File: src/rtl/sum_tx_sequencer.sv
// sum_tx_sequencer
// Owns the UART transmitter for the latch/adder datapath. A start request
// snapshots op_a, op_b and sum. The sequencer then formats the line
// "AA+BB=SS" (optionally followed by CR LF) as decimal ASCII and hands it to
// uart_tx one byte at a time.
//
// UART handshake: tx_en is a single-cycle strobe. It is issued only when
// tx_busy is low, and tx_data is valid in that same cycle. The UART accepts
// the byte by raising tx_busy; that rise must arrive within ACK_TIMEOUT
// cycles, otherwise the frame is aborted with an err pulse. tx_busy falling
// again means the byte is finished, and only then is the next byte offered.
// tx_data keeps its last value while tx_en is low.
module sum_tx_sequencer #(
  parameter int SEND_CRLF   = 1,
  parameter int ACK_TIMEOUT = 64
) (
  input  logic       clk,
  input  logic       reset,
  input  logic       start,
  input  logic [3:0] op_a,
  input  logic [3:0] op_b,
  input  logic [4:0] sum,
  input  logic       tx_busy,
  output logic       tx_en,
  output logic [7:0] tx_data,
  output logic       busy,
  output logic       done,
  output logic       err,
  output logic [2:0] dbg_state
);

  localparam logic [2:0] IDLE    = 3'd0;
  localparam logic [2:0] LOAD    = 3'd1;
  localparam logic [2:0] SEND    = 3'd2;
  localparam logic [2:0] WAIT_HI = 3'd3;
  localparam logic [2:0] WAIT_LO = 3'd4;
  localparam logic [2:0] FINISH  = 3'd5;

  localparam logic [3:0] LAST_IDX    = (SEND_CRLF != 0) ? 4'd9 : 4'd7;
  localparam logic [7:0] TIMEOUT_LIM = 8'(ACK_TIMEOUT);

  logic [2:0] r_state;
  logic [3:0] r_a;
  logic [3:0] r_b;
  logic [4:0] r_s;
  logic [7:0] r_a_t, r_a_o, r_b_t, r_b_o, r_s_t, r_s_o;
  logic [3:0] r_idx;
  logic [7:0] r_tcnt;
  logic       r_tx_en;
  logic [7:0] r_tx_data;
  logic       r_busy;
  logic       r_done;
  logic       r_err;
  logic [7:0] w_cur_byte;

  // ASCII of the decimal tens digit (value is at most 31)
  function automatic logic [7:0] dec_tens(input logic [4:0] v);
    logic [4:0] t;
    t = v / 5'd10;
    return 8'h30 + {3'b000, t};
  endfunction

  // ASCII of the decimal ones digit
  function automatic logic [7:0] dec_ones(input logic [4:0] v);
    logic [4:0] o;
    o = v % 5'd10;
    return 8'h30 + {3'b000, o};
  endfunction

  // select the byte of the line addressed by the byte index
  always_comb begin
    w_cur_byte = 8'h00;
    case (r_idx)
      4'd0:    w_cur_byte = r_a_t;
      4'd1:    w_cur_byte = r_a_o;
      4'd2:    w_cur_byte = 8'h2B;
      4'd3:    w_cur_byte = r_b_t;
      4'd4:    w_cur_byte = r_b_o;
      4'd5:    w_cur_byte = 8'h3D;
      4'd6:    w_cur_byte = r_s_t;
      4'd7:    w_cur_byte = r_s_o;
      4'd8:    w_cur_byte = 8'h0D;
      4'd9:    w_cur_byte = 8'h0A;
      default: w_cur_byte = 8'h00;
    endcase
  end

  // sequencer FSM: capture, format, then feed bytes through the UART handshake
  always_ff @(posedge clk) begin
    if (reset) begin
      r_state   <= IDLE;
      r_a       <= 4'd0;
      r_b       <= 4'd0;
      r_s       <= 5'd0;
      r_a_t     <= 8'h00;
      r_a_o     <= 8'h00;
      r_b_t     <= 8'h00;
      r_b_o     <= 8'h00;
      r_s_t     <= 8'h00;
      r_s_o     <= 8'h00;
      r_idx     <= 4'd0;
      r_tcnt    <= 8'd0;
      r_tx_en   <= 1'b0;
      r_tx_data <= 8'h00;
      r_busy    <= 1'b0;
      r_done    <= 1'b0;
      r_err     <= 1'b0;
    end else begin
      r_tx_en <= 1'b0;
      r_done  <= 1'b0;
      r_err   <= 1'b0;
      case (r_state)
        IDLE: begin
          if (start) begin
            r_a     <= op_a;
            r_b     <= op_b;
            r_s     <= sum;
            r_busy  <= 1'b1;
            r_state <= LOAD;
          end
        end
        LOAD: begin
          r_a_t   <= dec_tens({1'b0, r_a});
          r_a_o   <= dec_ones({1'b0, r_a});
          r_b_t   <= dec_tens({1'b0, r_b});
          r_b_o   <= dec_ones({1'b0, r_b});
          r_s_t   <= dec_tens(r_s);
          r_s_o   <= dec_ones(r_s);
          r_idx   <= 4'd0;
          r_state <= SEND;
        end
        SEND: begin
          if (!tx_busy) begin
            r_tx_en   <= 1'b1;
            r_tx_data <= w_cur_byte;
            r_tcnt    <= 8'd0;
            r_state   <= WAIT_HI;
          end
        end
        WAIT_HI: begin
          if (tx_busy) begin
            r_state <= WAIT_LO;
          end else begin
            r_tcnt <= r_tcnt + 8'd1;
            if (r_tcnt + 8'd1 == TIMEOUT_LIM) begin
              r_err   <= 1'b1;
              r_busy  <= 1'b0;
              r_state <= IDLE;
            end
          end
        end
        WAIT_LO: begin
          if (!tx_busy) begin
            if (r_idx == LAST_IDX) begin
              r_state <= FINISH;
            end else begin
              r_idx   <= r_idx + 4'd1;
              r_state <= SEND;
            end
          end
        end
        FINISH: begin
          r_done  <= 1'b1;
          r_busy  <= 1'b0;
          r_state <= IDLE;
        end
        default: r_state <= IDLE;
      endcase
    end
  end

  assign tx_en     = r_tx_en;
  assign tx_data   = r_tx_data;
  assign busy      = r_busy;
  assign done      = r_done;
  assign err       = r_err;
  assign dbg_state = r_state;

endmodule

File: config.mk
export PLATFORM = sky130hd
export DESIGN_NAME = sum_tx_sequencer
export DESIGN_NICKNAME = d
export VERILOG_FILES = /design/src/rtl/sum_tx_sequencer.sv
export SDC_FILE = /design/constraint.sdc
export NUM_CORES = 1
export LEC_CHECK = 0
export CAP_MARGIN = 20
export CORE_UTILIZATION = 30
export DETAILED_ROUTE_END_ITERATION = 16
export SYNTH_ARGS = -nofsm -noshare
export SYNTH_HDL_FRONTEND = slang
export SYNTH_SLANG_ARGS = --single-unit
File: constraint.sdc
create_clock -name clk -period 1.5 [get_ports clk]
set_input_delay 0.15 -clock clk [delete_from_list [all_inputs] [get_ports clk]]
set_output_delay 0.15 -clock clk [all_outputs]
set_load 0.02 [all_outputs]
Yosys cells after proc, flatten, opt, wreduce, memory -nomap -nowiden. Index checks and enable logic that the tools add are counted.

Register bits: 88. Input port bits: 17.

Add/subtract/negate cells: 8. Div/mod/pow operators: 6. Equality and inequality tests: 22. Multiplexer cells: 21. Bitwise operators: 3. Reduce and logical (&&, ||, !) cells: 13.

Operators with widths (count): one-hot mux 8 bit (10 select lines) (1); adder 6 x 5 -> 7 bit, first input constant (6); 2-to-1 mux 3 bit (6); == test 4 x 3 -> 1 bit, second input constant (4); 2-to-1 mux 8 bit (2); one-hot mux 8 bit (2 select lines) (1); one-hot mux 3 bit (5 select lines) (1); != test 2 bit, second input constant (6); divider 4 x 4 -> 5 bit, second input constant (2); modulo 4 x 4 -> 5 bit, second input constant (2); adder 8 x 1 -> 8 bit, second input constant (1); == test 4 x 2 -> 1 bit, second input constant (2); == test 4 bit, second input constant (2); == test 8 x 7 -> 1 bit, second input constant (1); 2-to-1 mux 4 bit (2); one-hot mux 4 bit (2 select lines) (1); AND reduction 4 bit (2); == test 3 x 2 -> 1 bit, second input constant (2); == test 3 bit, second input constant (2); 2-to-1 mux 1 bit (6); AND reduction 3 bit (2); divider 5 x 4 -> 5 bit, second input constant (1); modulo 5 x 4 -> 5 bit, second input constant (1); adder 4 x 1 -> 4 bit, second input constant (1); 12 further kinds (16).

Logic depth before layout (Yosys ltp).
Depth after elaboration: 5. Gate-level depth with buffers: 7.

Worst setup path before layout. No wires, ideal clock.

Path type: register -> register. Start point: register r_state[0], in the netlist dbg_state[0]. End point: register r_s_t[1]. Setup time: 70 ps. Arrival time: 1629 ps. Data required time: 1430 ps. Slack: -200 ps. Cell stages (with the launch flop): 6. Path buffers: 2. Clock period less this slack: 1700 ps. Cell sequence: dfxtp_1 buf_2 or3b_1 clkbuf_1 or3_1 a21oi_1.

Longest elaborated chain between the ends: 1.

RTL lines: from (decl) (RTL line 42) `logic [2:0] r_state;`; from (signal assigned) (RTL line 91) `r_state <= IDLE;`; from (signal assigned) (RTL line 119) `r_state <= LOAD;`; from (signal assigned) (RTL line 130) `r_state <= SEND;`; == test 3 x 1 -> 1 bit (RTL line 112) `case (r_state)`; to (signal assigned) (RTL line 127) `r_s_t <= dec_tens(r_s);`; to (decl) (RTL line 46) `logic [7:0] r_a_t, r_a_o, r_b_t, r_b_o, r_s_t, r_s_o;`.

Every way passes these cells. A chain may end at the register's enable or synchronous reset.

Worst setup path in the final report.
Start point: register r_idx[1]. End point: register r_idx[2].

Longest elaborated chain between the ends: 4.

RTL lines: from (decl) (RTL line 47) `logic [3:0] r_idx;`; from (signal assigned) (RTL line 157) `r_idx <= r_idx + 4'd1;`; adder 4 x 1 -> 4 bit (RTL line 157); 2-to-1 mux 4 bit (RTL line 154) `if (r_idx == LAST_IDX) begin`; 2-to-1 mux 4 bit (RTL line 153) `if (!tx_busy) begin`; one-hot mux 4 bit (2 select lines) (RTL line 112).

Parallel ways exist; a longest one is shown, timed or not. The select of a mux whose other input is x is not followed.

==> flow_summary.yaml <==
run_status:
  status: "finished with violations"
  failed_checks: "setup timing"
detailed_routing:
  drt_first_iter_violations: 102
  wl_um: 8190
  via_per_inst: 5.04
  drt_pass1_iterations: 4
  wl_met1_um: 3900
  routedWlPerCell_um: 13.4
  met2_length_um: 3800
  final_antenna_net_count: 0
  top_layer_used: "met4"
  drc_errors: 0
  wl_met3_um: 353
  vias: 3080
layout:
  drive_gt1_share_pct: 31.6
  design_area_um2: 4580
  fin_cells: 611
  antenna_cells: 0
  fillCellCount: 974
  finalNetCount: 499
  area_growth_pct: 47.9
worst_setup_path:
  critPathMaxFanout: 6
  path_common_cell: "buf_6"
  crit_required_ns: 1.77
  critPathTopFamily: "simple AND/OR/NAND/NOR gates"
  arrival_ns: 1.80
  criticalPathCategory: "register to register"
  end_kind: "register"
  start_kind: "register"
  path_buf_inv: 3
  crit_slowest_cell: "dfxtp_2"
  worstPathCellList: "buf_4 > ha_4 > buf_6 > buf_6 > and4bb_2 > xnor2_1 > nor3_1"
  slowest_delay_ns: 0.34
die:
  io_pins: 32
  rows: 36
  dieArea_um2: 10700
  core_um2: 9910
  die_h_um: 104
  start_util_pct: 31.2
  die_x_um: 104
placed_design:
  dp_cells: 586
  dpl.hpwl_um: 5670
  place_congestion: 0.853
  port-buffer-count: 30
  placed_cell_area_um2: 3940
cts:
  cts_tree: "done"
  cts_buffers: 9
  cts_hold_buffers: 0
  htreeDepth: 3
  clk_path_buf_depth: 2
  clk_latency_ns: 0.35
  clkSinkCount: 62
  cts_root_buffer: "clkbuf_8"
  clk_pin_slew_ns: 0.07
pwr:
  power_density_nw_per_um2: 1090
  worst_ir_drop_vdd_mv: 0.580
  power_mw: 5.00
  p_leak_nw: 1.70
grt:
  grt_pass1_vias: 2853
  grt_pass1_wl_um: 13700
  grt_max_degree: 24
  overflow: 0
  antenna_found_initial: 0
  gr-usage-all-layers_pct: 15.6
logic_synthesis:
  synth_edf_count: 0
  synthCells: 395
  synthFlopType: "dfxtp_1"
  yosys.area.top_type: "dfxtp_1"
  syn_nets: 421
  synth-warning-count: 0
  synth_area_leaders: "dfxtp_1 (40%), nand2_1 (7.5%), a21oi_1 (7.4%)"
  ys_seq_area_share_pct: 40.1
  ys_types: 57
  synth-async-reset-ratio_pct: 0
  synth_seq_cells: 62
  syn_avg_cell_area_um2: 7.84
  synth_area_um2: 3100
  synth_top_area_share_pct: 40.1
sta:
  timing.final.ws_setup_ns: -0.0281
  fin_crit_ns: 1.53
  maxSlewViolCount: 0
  period_share_pct: 102
  setup_viol: 3
  rsz0062_at_grt: "true"
  clock_skew_ns: 0.0106
  hold_viol_final: 0
  hold_ws_ns: 0.172
  fmax_mhz: 654
worst_hold_path:
  hold_path_class: "primary input to register"
job:
  max_cap_viol_count: 0
final timing paths:
kind         slack, ns  depth (start not counted)          to        from
max              -0.03                          7    r_idx[2]    r_idx[1]
min               0.17                          2   r_tcnt[0]       reset
max reg2reg      -0.03                          7    r_idx[2]    r_idx[1]
min reg2reg       0.46                          2  tx_data[0]  tx_data[0]
through the flow:
step | setup TNS, ns | utilization, % | worst slack [ns]
2_1_floorplan | -0.0380 | - | -0.0256
3_3_place_gp | -3.28 | 39.7 | -0.264
3_5_place_dp | -3.67 | 39.7 | -0.326
4_1_cts | -0.0552 | 43.0 | -0.0175
5_1_grt | -0.679 | 46.2 | -0.0910
6_report | -0.0402 | 46.2 | -0.0281
kinds of logic (layout without fill, tap and decap cells):
family	count (synthesis)	after routing	share of synthesized area [%]
AOI/OAI and AO/OA	107	107	22.0
xor gates and xnor gates	2	2	0.566
adders and majority gates	10	10	3.96
buffers and inverters	43	126	5.58
DFF	62	62	40.1
muxes	2	2	0.646
other	1	1	0.121
and+or+nand+nor	168	168	27.0
timing repair:
action                                  4_1_cts  5_1_grt
endpoints found under the setup margin       22       32
setup buffers                                 1        9
gates resized for setup                      29       77
pin swaps                                     6       34
routing by layer:
metal / global-route usage, % / vias to the layer above
met5: 0 / -
met2: 24.6 / 66
met4: 5.90 / 0
li1: - / 1555
met1: 20.7 / 1446
met3: 3.21 / 13
final cells by class:
cell class / count / area (um^2) / area share [%]
clock inverters: 3 / 40.0 / 0.874
inverters: 15 / 61.3 / 1.34
clock buffers: 13 / 170 / 3.72
repair buffers: 95 / 866 / 18.9
well taps: 133 / 166 / 3.63
flip-flops and latches: 62 / 1270 / 27.7
multi-input cells: 290 / 2010 / 43.9
worst register-to-register path: stages, from the launching register on:
cell and delay (ns):
dfxtp_2 0.34, buf_4 0.16, ha_4 0.19, buf_6 0.13, buf_6 0.11, and4bb_2 0.23
xnor2_1 0.12, nor3_1 0.18
cell usage in the layout (no fill, tap or decap), types with 9 or more instances in the layout:
master | netlist | layout
nand2_1 | 62 | 60
inv_1 | 15 | 12
clkbuf_8 | 0 | 10
dfxtp_1 | 62 | 50
nor2_1 | 33 | 27
buf_6 | 0 | 15
a21oi_1 | 46 | 46
clkdlybuf4s50_1 | 0 | 24
buf_4 | 1 | 48
nor3_1 | 16 | 9
Yosys cell counts, types with 5 or more instances:
library cell,count
nor4_1,6
inv_1,15
a22oi_1,5
nor2b_1,5
a211oi_1,5
nor3_1,16
clkbuf_1,21
dfxtp_1,62
buf_2,6
nand3_1,9
o21ai_0,16
nor2_1,33
nand2_1,62
a21oi_1,46
ha_1,9
or3_1,5
sequential cells by signal, indices dropped and copies added (netlist names), 4 cells and up:
name / cells
r_a_o: 6
r_s_o: 6
r_idx: 4
tx_data: 7
r_b_o: 6
r_b: 4
r_s: 5
r_a: 4
r_tcnt: 8
where the power goes:
| group | switching [mW] | internal, mW | total (mW) |
|---|---|---|---|
| registers | 0.154 | 1.82 | 1.98 |
| clock network | 0.666 | 0.910 | 1.58 |
| logic | 0.739 | 0.704 | 1.44 |
| total | 1.56 | 3.44 | 5.00 |
Power figures use the tool's default switching activity.
